[src/rtl/uart_rx_fifo_if.sv]
// ---------------------------------------------------------------------------
// uart_rx_fifo_if
//   Pop-side interface of the UART receiver FIFO.
//   master : the receiver (drives data/status, samples rx_ready)
//   slave  : the consumer (samples data/status, drives rx_ready)
//   Signals:
//     rx_data    [7:0]   FIFO head byte, meaningful while rx_valid=1
//     rx_valid           FIFO not empty
//     rx_ready           consumer pop request
//     frame_err          1-cycle pulse, byte discarded on bad stop bit
//     overrun            1-cycle pulse, good byte dropped on full FIFO
//     fifo_count         number of stored bytes
// ---------------------------------------------------------------------------
interface uart_rx_fifo_if #(
    parameter int DEPTH = 4
);
    localparam int CNT_W = $clog2(DEPTH) + 1;

    logic [7:0]       rx_data;
    logic             rx_valid;
    logic             rx_ready;
    logic             frame_err;
    logic             overrun;
    logic [CNT_W-1:0] fifo_count;

    modport master (
        output rx_data, rx_valid, frame_err, overrun, fifo_count,
        input  rx_ready
    );

    modport slave (
        input  rx_data, rx_valid, frame_err, overrun, fifo_count,
        output rx_ready
    );
endinterface

[src/rtl/uart_rx_fifo.sv]
// ---------------------------------------------------------------------------
// uart_rx_fifo
//   8N1 UART receiver with 16x oversampling, start/stop validation and a
//   small first-word fall-through FIFO popped through a valid/ready handshake.
//   Ports:
//     clk    in   system clock, rising edge
//     rst_n  in   asynchronous active-low reset (released synchronously)
//     RsRx   in   serial line, idle high, asynchronous to clk
//     rx_if  master modport of uart_rx_fifo_if (data, valid, ready,
//            frame_err, overrun, fifo_count)
// ---------------------------------------------------------------------------
module uart_rx_fifo #(
    parameter int CLK_FREQ = 100_000_000,
    parameter int BAUD     = 9600,
    parameter int DEPTH    = 4
) (
    input  logic           clk,
    input  logic           rst_n,
    input  logic           RsRx,
    uart_rx_fifo_if.master rx_if
);
    localparam int DIV   = CLK_FREQ / (BAUD * 16);
    localparam int DIV_W = (DIV > 1) ? $clog2(DIV) : 1;
    localparam int PTR_W = $clog2(DEPTH);
    localparam int CNT_W = PTR_W + 1;

    typedef enum logic [1:0] {
        S_IDLE,
        S_START,
        S_DATA,
        S_STOP
    } state_t;

    // Reset synchroniser: assertion is immediate, release is aligned to clk.
    logic rst_meta_q;
    logic rst_sync_q;

    always_ff @(posedge clk or negedge rst_n) begin
        if (!rst_n) begin
            rst_meta_q <= 1'b0;
            rst_sync_q <= 1'b0;
        end else begin
            rst_meta_q <= 1'b1;
            rst_sync_q <= rst_meta_q;
        end
    end

    // Line synchroniser; resets to the idle (high) level so reset never
    // looks like a start bit.
    logic sync1_q;
    logic sync2_q;
    logic rx_s;

    always_ff @(posedge clk or negedge rst_sync_q) begin
        if (!rst_sync_q) begin
            sync1_q <= 1'b1;
            sync2_q <= 1'b1;
        end else begin
            sync1_q <= RsRx;
            sync2_q <= sync1_q;
        end
    end

    assign rx_s = sync2_q;

    // Free-running 16x baud tick.
    logic [DIV_W-1:0] div_cnt_q;
    logic             tick;

    assign tick = (div_cnt_q == DIV_W'(DIV - 1));

    always_ff @(posedge clk or negedge rst_sync_q) begin
        if (!rst_sync_q) begin
            div_cnt_q <= '0;
        end else if (tick) begin
            div_cnt_q <= '0;
        end else begin
            div_cnt_q <= div_cnt_q + DIV_W'(1);
        end
    end

    state_t     state_q;
    logic [3:0] os_cnt_q;
    logic [2:0] bit_cnt_q;
    logic [7:0] shreg_q;
    logic       frame_err_q;
    logic       overrun_q;

    logic [7:0]       mem_q [DEPTH];
    logic [PTR_W-1:0] wr_ptr_q;
    logic [PTR_W-1:0] rd_ptr_q;
    logic [CNT_W-1:0] count_q;
    logic [CNT_W-1:0] count_d;

    logic stop_sample;
    logic good_byte;
    logic full;
    logic pop;
    logic push;
    logic frame_err_d;
    logic overrun_d;

    // Fullness is judged on the pre-pop count; a same-cycle pop frees the
    // slot the new byte lands in, so the push is still accepted.
    always_comb begin
        stop_sample = (state_q == S_STOP) && tick && (os_cnt_q == 4'd15);
        good_byte   = stop_sample && rx_s;
        full        = (count_q == CNT_W'(DEPTH));
        pop         = rx_if.rx_ready && (count_q != '0);
        push        = good_byte && (!full || pop);
        overrun_d   = good_byte && full && !pop;
        frame_err_d = stop_sample && !rx_s;
    end

    always_ff @(posedge clk or negedge rst_sync_q) begin
        if (!rst_sync_q) begin
            state_q     <= S_IDLE;
            os_cnt_q    <= 4'd0;
            bit_cnt_q   <= 3'd0;
            shreg_q     <= 8'd0;
            frame_err_q <= 1'b0;
            overrun_q   <= 1'b0;
        end else begin
            frame_err_q <= frame_err_d;
            overrun_q   <= overrun_d;
            case (state_q)
                S_IDLE: begin
                    if (!rx_s) begin
                        state_q  <= S_START;
                        os_cnt_q <= 4'd0;
                    end
                end
                S_START: begin
                    if (tick) begin
                        if (os_cnt_q == 4'd7) begin
                            os_cnt_q <= 4'd0;
                            if (!rx_s) begin
                                state_q   <= S_DATA;
                                bit_cnt_q <= 3'd0;
                            end else begin
                                // Too short to be a start bit: silently ignore.
                                state_q <= S_IDLE;
                            end
                        end else begin
                            os_cnt_q <= os_cnt_q + 4'd1;
                        end
                    end
                end
                S_DATA: begin
                    if (tick) begin
                        // 15 -> 0 wrap puts the next sample one bit later.
                        os_cnt_q <= os_cnt_q + 4'd1;
                        if (os_cnt_q == 4'd15) begin
                            shreg_q   <= {rx_s, shreg_q[7:1]};
                            bit_cnt_q <= bit_cnt_q + 3'd1;
                            if (bit_cnt_q == 3'd7) begin
                                state_q  <= S_STOP;
                                os_cnt_q <= 4'd0;
                            end
                        end
                    end
                end
                S_STOP: begin
                    if (tick) begin
                        if (os_cnt_q == 4'd15) begin
                            // Return to IDLE mid stop bit so a start bit
                            // straight after it is caught.
                            state_q  <= S_IDLE;
                            os_cnt_q <= 4'd0;
                        end else begin
                            os_cnt_q <= os_cnt_q + 4'd1;
                        end
                    end
                end
                default: begin
                    state_q  <= S_IDLE;
                    os_cnt_q <= 4'd0;
                end
            endcase
        end
    end

    always_comb begin
        count_d = count_q;
        case ({push, pop})
            2'b10:   count_d = count_q + CNT_W'(1);
            2'b01:   count_d = count_q - CNT_W'(1);
            default: count_d = count_q;
        endcase
    end

    // Storage is reset so the head byte reads 0 after reset.
    always_ff @(posedge clk or negedge rst_sync_q) begin
        if (!rst_sync_q) begin
            for (int i = 0; i < DEPTH; i++) begin
                mem_q[i] <= 8'd0;
            end
            wr_ptr_q <= '0;
            rd_ptr_q <= '0;
            count_q  <= '0;
        end else begin
            if (push) begin
                mem_q[wr_ptr_q] <= shreg_q;
                wr_ptr_q        <= wr_ptr_q + PTR_W'(1);
            end
            if (pop) begin
                rd_ptr_q <= rd_ptr_q + PTR_W'(1);
            end
            count_q <= count_d;
        end
    end

    assign rx_if.rx_data    = mem_q[rd_ptr_q];
    assign rx_if.rx_valid   = (count_q != '0);
    assign rx_if.fifo_count = count_q;
    assign rx_if.frame_err  = frame_err_q;
    assign rx_if.overrun    = overrun_q;

endmodule
[src/flat_wrapper.sv]
// flat-port wrapper written by rule: the top's interface ports become plain ports
module uart_rx_fifo_flat 
#(
    parameter int CLK_FREQ = 100_000_000,
    parameter int BAUD     = 9600,
    parameter int DEPTH    = 4
)
  (clk, rst_n, RsRx, rx_if_rx_data, rx_if_rx_valid, rx_if_frame_err, rx_if_overrun, rx_if_fifo_count, rx_if_rx_ready);
  uart_rx_fifo_if #(.DEPTH(DEPTH)) rx_if_i ();
  input  logic clk;
  input  logic rst_n;
  input  logic RsRx;
  output wire logic [$bits(rx_if_i.rx_data)-1:0] rx_if_rx_data;
  output wire logic [$bits(rx_if_i.rx_valid)-1:0] rx_if_rx_valid;
  output wire logic [$bits(rx_if_i.frame_err)-1:0] rx_if_frame_err;
  output wire logic [$bits(rx_if_i.overrun)-1:0] rx_if_overrun;
  output wire logic [$bits(rx_if_i.fifo_count)-1:0] rx_if_fifo_count;
  input wire logic [$bits(rx_if_i.rx_ready)-1:0] rx_if_rx_ready;
  assign rx_if_rx_data = rx_if_i.rx_data;
  assign rx_if_rx_valid = rx_if_i.rx_valid;
  assign rx_if_frame_err = rx_if_i.frame_err;
  assign rx_if_overrun = rx_if_i.overrun;
  assign rx_if_fifo_count = rx_if_i.fifo_count;
  assign rx_if_i.rx_ready = rx_if_rx_ready;
  uart_rx_fifo #(.CLK_FREQ(CLK_FREQ), .BAUD(BAUD), .DEPTH(DEPTH)) u_core (.clk(clk), .rst_n(rst_n), .RsRx(RsRx), .rx_if(rx_if_i));
endmodule
[config.mk]
export PLATFORM = sky130hd
export DESIGN_NAME = uart_rx_fifo_flat
export DESIGN_NICKNAME = d
export VERILOG_FILES = /design/src/rtl/uart_rx_fifo_if.sv /design/src/rtl/uart_rx_fifo.sv /design/src/flat_wrapper.sv
export SDC_FILE = /design/constraint.sdc
export NUM_CORES = 1
export LEC_CHECK = 0
export BUFFER_PORTS_ARGS = -buffer_cell sky130_fd_sc_hd__buf_2
export CORE_ASPECT_RATIO = 1.4
export CORE_UTILIZATION = 35
export CTS_CLUSTER_SIZE = 12
export DETAILED_ROUTE_END_ITERATION = 12
export GPL_ROUTABILITY_DRIVEN = 0
export PLACE_DENSITY = 0.6
export SETUP_SLACK_MARGIN = 0.02
export SYNTH_ARGS = -nofsm -noshare
export SYNTH_HDL_FRONTEND = slang
export SYNTH_SLANG_ARGS = --single-unit
[constraint.sdc]
create_clock -name clk -period 3.2 [get_ports clk]
set_clock_uncertainty 0.15 [all_clocks]
set_input_delay 0.64 -clock clk [delete_from_list [all_inputs] [get_ports clk]]
set_output_delay 0.64 -clock clk [all_outputs]
set_load 0.02 [all_outputs]
# After elaboration in Yosys (flattened, before gate mapping)
# Index checks and enable logic that the tools add are counted.
classes:
  mux: 33
  bitwise: 2
  n_eq_ne: 19
  reduce_logical: 21
  add_sub_neg: 7
  order_cmp: 3
ops:
  columns: ["cell", "count"]
  rows:
  - ["$bwmux W32", 1]
  - ["$mux W4", 8]
  - ["$mux W8", 3]
  - ["$mux W2", 9]
  - ["$bmux W8 S2", 1]
  - ["$demux W8 S2", 1]
  - ["$pmux W4 S4", 1]
  - ["$mux W3", 5]
  - ["$ne A2 B1 Y1 const B", 6]
  - ["$pmux W3 S2", 2]
  - ["$add A10 B1 Y10 const B", 1]
  - ["$eq A10 B10 Y1 const B", 1]
  - ["$mux W10", 1]
  - ["$logic_and A1 B1 Y1", 9]
  - ["$pmux W2 S4", 1]
  - ["$reduce_and A8 Y1", 1]
  - ["$add A3 B1 Y3 const B", 2]
  - ["$eq A2 B2 Y1 const B", 3]
  - ["$eq A3 B3 Y1 const B", 2]
  - ["$ge A3 B3 Y1 const B", 2]
  - ["$ne A2 B2 Y1 const B", 3]
  - ["$not A2 Y3", 2]
  - ["$reduce_and A6 Y1", 1]
  - ["$add A2 B1 Y2 const B", 2]
  - ["13 further kinds", 17]
word_totals:
  reg_bits: 72
  word_cells: 103

# Logic depth before layout (Yosys ltp)
# Gate-level depths: netlist (run 1).
logic_depth:
  depth_word: 7
  depth_mapped: 11
  ltp_nobuf: 11

# Least setup slack after synthesis (run 1)
# Ideal clock, no wire load.
synth_timing:
  path_type: "input to register"
  from: "input port rx_if_rx_ready"
  to: "register u_core.count_q[2] (netlist: u_core.rx_if.fifo_count[2])"
  arrival_ns: 2.376
  cell_stages: 9
  path_slack_ns: 0.595
  setup_ns: 0.080
  required_time_ns: 2.970
  path_buffers: 0
  cell_sequence: "nor4b_1 > nor2_1 > nand3_1 > ha_1 > inv_1 > fa_1 > xor2_1 > nor2_1 > xor2_1"
synth_between:
  elab_chain_cells: 5
  elab_cells_between_ends: 7
synth_rtl:
  columns: ["element", "line_no", "text"]
  rows:
  - ["start: declaration", "flat_wrapper.sv:18", "input wire logic [$bits(rx_if_i.rx_ready)-1:0] rx_if_rx_ready;"]
  - ["$logic_and A1 B1 Y1 *", "uart_rx_fifo.sv:109", "pop = rx_if.rx_ready && (count_q != '0);"]
  - ["$logic_or A1 B1 Y1", "uart_rx_fifo.sv:110", "push = good_byte && (!full || pop);"]
  - ["$logic_and A1 B1 Y1", "uart_rx_fifo.sv:110", null]
  - ["$eq A2 B1 Y1 or $eq A2 B2 Y1 (tied branches)", "uart_rx_fifo.sv:185", "case ({push, pop})"]
  - ["$pmux W3 S2 or $reduce_bool A2 Y1 (tied branches)", null, null]
  - ["end signal: assignment", "uart_rx_fifo.sv:209", "count_q <= count_d;"]
  - ["end: declaration", "uart_rx_fifo.sv:92", "logic [CNT_W-1:0] count_q;"]
# Mark *: on every way between the ends. The rest lies on a longest branch, timed or not.
# A chain may end at the register's enable or synchronous reset.

# Final worst setup path (run 1)
layout_timing:
  from: "register u_core.rd_ptr_q[0]"
  to: "output port rx_if_rx_data[1]"
layout_between:
  elab_chain_cells: 4
layout_rtl:
  columns: ["element", "line_no", "text"]
  rows:
  - ["start: declaration", "uart_rx_fifo.sv:91", "logic [PTR_W-1:0] rd_ptr_q;"]
  - ["start signal: assignment", "uart_rx_fifo.sv:207", "rd_ptr_q <= rd_ptr_q + PTR_W'(1);"]
  - ["$not A2 Y3 (not written as such)", "uart_rx_fifo.sv:213", "assign rx_if.rx_data = mem_q[rd_ptr_q];"]
  - ["$bmux W8 S2", "uart_rx_fifo.sv:213", null]
  - ["$mux W8 (not written as such) (2 in series)", "uart_rx_fifo.sv:213", null]
  - ["end: declaration", "flat_wrapper.sv:13", "output wire logic [$bits(rx_if_i.rx_data)-1:0] rx_if_rx_data;"]
# Every way passes these cells. The select of a mux whose other input is x is not followed.

==> results.md, run 1 <==
- CTS tree: built
- Most area-hungry cell type in the Yosys netlist: dfrtp_1
- Number of max-slew violations in the final report: 0
- Reg power frac: 0.479
- Die Height: around 120 um
- WL final: ~5700 um
- CTS H-tree depth: 3
- Power Density: ~580 nW/um2
- EDFF count, synth: 0
- Post-synthesis sequential area ratio: 0.5456
- Top cells by area, synth: dfrtp_1 (53%), mux2_2 (15%), mux4_2 (5.4%)
- Switch share: 0.2719
- Via count: 1980
- Worst Hold Class: reg -> reg
- Tightest hold margin: 0.1953 ns
- GR Overflow Total: 0
- Synth cell types: 42
- First-pass GRT wire length: between 9000 and 10000 um
- Setup Buffers After CTS: 0
- Tcrit/Tclk final: 0.8188
- Mapped Nets: between 200 and 300
- Largest net degree at the start of global routing: 39
- Most used DFF post-synth: dfrtp_1
- Fin util: 0.4201
- CP endpoint kind: output port
- Rel. slew slack: 0.4397
- TritonCTS Buffers: 9
- Number of setup violations in the final report: 0
- WP data required: roughly 2.4 ns
- Clk slew on worst S/H paths: approximately 0.06 ns
- GRT Total Usage: 0.1342
- Post-route cell area: 3815 um2
- Die area: approximately 9800 um2
- Total negative setup slack: 0 ns
- P_leak: between 1.5 and 2 nW
- Internal: around 1.6 mW
- Clock tree buffer depth: 2
- Worst-Skew Late Latency: about 0.33 ns
- Ys async rst share: 1.000
- Vias in the first global route: 2008
- Synthesized area: 3307 um2
- Vias/cell: between 5 and 6
- Crit-path max FO: 10
- Initial Util: 0.3642
- Post-synth top cells: dfrtp_1 (70), mux2_2 (43), nand2_1 (11), nor2_1 (11)
- I/O Buffers: 17
- Final HPWL DP: 3992 um
- Routed WL per cell: roughly 15 um
- Antenna cells: 0
- WS Path Type: reg -> out
- Drt pass-1 iters: 8
- Startpoint Class: flip-flop
- Dpl cell area: roughly 3500 um2
- Max-Cap Viols: 0
- Top-count cell post-synth: dfrtp_1
- Initial drt markers: 55
- Cells after Synth: 243
- Synth Register Bits: 72
- Switching power: 0.6011 mW
- Worst Max-Slew Pin Slew: between 0.8 and 0.9 ns
- Area growth syn-to-layout: 15.36%
- Post-CTS Resized: 0
- Ports: 18
- Failing checks: DRC
- Arrival time at the worst endpoint: between 1.5 and 2 ns
- Die width: approximately 84 um
- Yosys Warn Count: 0
- Top-area cell type share of the netlist area: 0.5297
- Clock Tree Root: clkbuf_16
- Layout cells sized above 1: 0.3610
- Hold buffers post-CTS: 1
- VDD IR max: approximately 0.24 mV
- Total core area: 9080 um2
- CTS Sinks: a little over 70
- RSZ-0062 raised after global routing: no
- R2r setup slk: a little over 0.7 ns
- Routed Antenna Nets: 0
- Row cnt: ~40
- Status: finished with violations
- Initial antenna violation count: 0
- Fmax: between 300 and 400 MHz
- Final WS setup: around 0.58 ns
- Syn Area/Cell: ~14 um2
- Minimum clock period after layout: 2.620 ns
- DRC Markers: 4
- Final nets: approximately 290
- Final Hold Fails: 0
- Clock group share of total power: 0.399
- Place WS: ~0.64 ns
- Combinational Power Share: 0.123
cell usage in the layout, fill, tap and decap left out, drive strengths merged, types with 5 or more instances in the layout:
cell and count:
buf 22, nor2 11, nand3 13, inv 10, nand2 11, ha 10, xnor2 9, nor3 6
xor2 5, mux4 8, mux2 43, clkbuf 12, dfrtp 70
power groups by stage:
stage	clock (mW)	sequential [mW]	combinational, mW
5_1_grt	0.944	1.07	0.308
4_1_cts	0.905	1.06	0.275
2_1_floorplan	0	1.04	0.230
6_report	0.881	1.06	0.271
3_3_place_gp	0	1.08	0.269
3_5_place_dp	0	1.08	0.275
per-layer routing:
metal  GRT usage  part of all wire  vias up
li1            -                 -      924
met1      0.1480              0.42     1004
met2      0.2339              0.52       37
met3     0.03857             0.030       15
met4     0.07701             0.028        0
met5           0                 0        -
metrics by stage:
stage          power, mW  cells
2_1_floorplan      1.266    243
3_3_place_gp       1.349    367
3_5_place_dp       1.354    367
4_1_cts            2.244    384
5_1_grt            2.324    384
6_report           2.211    384
final timing paths:
kind | startpoint | endpoint | depth (start not counted)
max | u_core.rd_ptr_q[0] | rx_if_rx_data[1] | 2
min | u_core.rst_meta_q | u_core.rst_sync_q | 0
max reg2reg | u_core.div_cnt_q[5] | u_core.mem_q[31] | 4
min reg2reg | u_core.rst_meta_q | u_core.rst_sync_q | 0
max in group asynchronous | u_core.rst_sync_q | u_core.rx_s | 1
min in group asynchronous | u_core.rst_sync_q | u_core.mem_q[9] | 0
flip-flops by register name (all words and copies together), names as in the netlist, 2 cells and up, named ones only:
signal / count
u_core.bit_cnt_q: 3
u_core.mem_q: 32
u_core.shreg_q: 8
u_core.wr_ptr_q: 2
u_core.rx_if.fifo_count: 3
u_core.os_cnt_q: 4
u_core.div_cnt_q: 10
u_core.rd_ptr_q: 2
final cells by class:
type	count	area, um2
Clock inverter	4	22.52
Tap cell	107	133.9
Timing Repair Buffer	23	132.6
Inverter	10	37.54
Fill cell	857	5265
Clock buffer	12	236.5
Multi-Input combinational cell	156	1446
Sequential cell	72	1805
worst max-delay path, cell delays in order (launching register included):
cell and delay (ns):
dfrtp_1 0.73, mux4_2 0.59, buf_2 0.18
cells by family (layout without fill, tap and decap cells):
family,Yosys count,count (layout),synth area share
other,1,1,0.001134
xor gates and xnor gates,14,14,0.03708
DFF,72,72,0.5456
and+or+nand+nor,63,63,0.1180
AOI/OAI and AO/OA,13,13,0.02725
buffers and inverters,15,49,0.01702
adders and majority gates,11,11,0.04389
muxes,54,54,0.2100
No activity file was read; power rests on OpenSTA's default activity.
==> run 2: changes to the inputs <==
PLACE_DENSITY = 0.61   (was 0.6)
clock period = 2.34 ns   (was 3.2 ns; I/O delays follow)
==> run 2 against run 1 <==
The flow now finishes without violations; via count is 3.5% higher; first-iteration DRC count rose by 58%; hold slack lost 0.11 ns; die area stayed put; clock power is 62% higher; critical path type is now reg -> reg; critical path depth grew 3; register-to-register slack lost 0.70 ns.
==> results.md, run 2 (same netlist as run 1, synthesis figures left out) <==
- Max reg flops: 32
- Worst-Skew Late Latency: 0.32 ns
- Ports: 18
- Met3 GRT Util: 0.03156
- GR Overflow Total: 0
- First-pass GRT wire length: 10320 um
- Number of setup violations in the final report: 0
- Gr busiest metal: met2
- Met1 Use GR: 0.1587
- Placed Cells incl. Taps: between 300 and 400
- Reg area: ~1800 um2
- Startpoint Class: flip-flop
- Final HPWL DP: approximately 4100 um
- Rel. slew slack: 0.6586
- Biggest register: u_core.mem_q
- Tcrit/Tclk final: 0.9966
- Total power: between 3 and 4 mW
- Status: finished, final reports clean
- Initial antenna violation count: 0
- Fillers: 825
- Largest net degree at the start of global routing: between 70 and 80
- Fmax: about 430 MHz
- Clock group share of total power: 0.432
- CTS H-tree depth: 3
- Area growth syn-to-layout: 22.63%
- RSZ-0062 raised after global routing: yes
- Most frequent cells in the layout: dfrtp_1 (69), mux2_2 (41), buf_4 (19)
- Worst Hold Class: in -> reg
- VDD IR max: just over 0.4 mV
- Met2 usage: 0.2459
- Initial Util: 0.3642
- Routed WL per cell: 15.40 um
- Die width: about 84 um
- Clock tree buffer depth: 2
- Row cnt: just over 40
- Minimum clock period after layout: ~2.3 ns
- CP endpoint kind: flip-flop
- Vias in the first global route: approximately 2200
- WS Path Type: reg -> reg
- I/O Buffers: 17
- Switching power: between 0.8 and 0.9 mW
- Layout cells sized above 1: 0.4281
- DRC Markers: 0
- Worst hold stages: 1
- P_leak: just under 2 nW
- WP data required: 2.40 ns
- Non-Filler Instances: ~400
- Reg power frac: 0.421
- Power Density: 813.5 nW/um2
- Worst Reg-to-Reg Cells: 5
- Combinational Power Share: 0.147
- Via count: roughly 2100
- GRT Total Usage: 0.1384
- Final nets: ~300
- Antenna cells: 0
- Worst Max-Slew Pin Slew: roughly 0.50 ns
- Clk slew on worst S/H paths: around 0.06 ns
- Die area: between 9000 and 10000 um2
- Die Height: approximately 120 um
- Biggest regs: u_core.mem_q (32), u_core.div_cnt_q (10), u_core.shreg_q (8)
- Multi-input gate area: approximately 1500 um2
- Switch share: 0.2567
- Drt pass-1 iters: 4
- Routed Antenna Nets: 0
- Internal: between 2 and 2.5 mW
- Max-Cap Viols: 0
- Final Hold Fails: 0
- Initial drt markers: 87
- CTS Sinks: 72
- Arrival time at the worst endpoint: between 2 and 2.5 ns
- WL final: 6145 um
- Commonest non-fill, non-tap cell in the layout: dfrtp_1
- Vias/cell: a little over 5
- Total core area: ~9100 um2
- TritonCTS Buffers: 9
- Clock Tree Root: clkbuf_16
- Crit-path max FO: 8
- CTS tree: built
- Number of max-slew violations in the final report: 0
## run 2: final timing paths
check                                    start          endpoint  slack [ns]
setup / recovery           u_core.div_cnt_q[6]  u_core.mem_q[21]       0.008
hold / removal                            RsRx    u_core.sync1_q        0.09
setup reg to reg           u_core.div_cnt_q[6]  u_core.mem_q[21]       0.008
hold reg to reg              u_core.rst_sync_q  u_core.mem_q[25]        0.14
max in group asynchronous    u_core.rst_sync_q       u_core.rx_s        1.59
min in group asynchronous    u_core.rst_sync_q  u_core.mem_q[25]        0.14
## run 2: layout make-up
| type | count | share of cell area |
|---|---|---|
| tap | 107 | 0.03301 |
| clock inverter | 6 | 0.02067 |
| timing repair buffer | 38 | 0.06356 |
| sequential | 72 | 0.4452 |
| clock buffer | 10 | 0.05646 |
| multi-input combinational | 156 | 0.3718 |
| inverter | 10 | 0.009256 |
## run 2: layer usage
layer  wire length (um)  up-vias
met2               3271       26
met1               2566     1043
met3                171       16
met4                135        0
met5                  0        -
li1                   -      965
## run 2: worst max-delay path, stage by stage (launching register included)
cell	delay, ns
dfrtp_1	0.38
or4b_4	0.59
nor4b_4	0.39
buf_4	0.21
nand3_4	0.17
mux2_4	0.34
## run 2: power by group through the flow
stage | combinational, mW | clock [mW] | sequential, mW
6_report | 0.484 | 1.43 | 1.39
2_1_floorplan | 0.317 | 0 | 1.42
4_1_cts | 0.483 | 1.46 | 1.39
5_1_grt | 0.542 | 1.52 | 1.40
3_3_place_gp | 0.469 | 0 | 1.41
3_5_place_dp | 0.480 | 0 | 1.41
## run 2: per-stage QoR
step	utilization	hold slack, ns	setup TNS (ns)	setup WS, ns	area, um2
finish	0.4466	0.08986	0	0.007862	4055
global route	0.4466	0.07451	-0.8666	-0.05975	4055
CTS	0.4385	0.07873	-0.8442	-0.06616	3981
detailed placement	0.4029	0.1090	-0.4903	-0.05510	3659
global placement	0.4029	0.1061	-0.001781	-0.001781	3659
floorplan	-	0.02241	0	0.03998	3317
## run 2: timing repair
item,CTS,global route
hold endpoints to repair,2,0
setup buffers,0,3
resized for setup,0,12
pin swaps,0,8
hold buffers,1,0
endpoints found under the setup margin,26,39
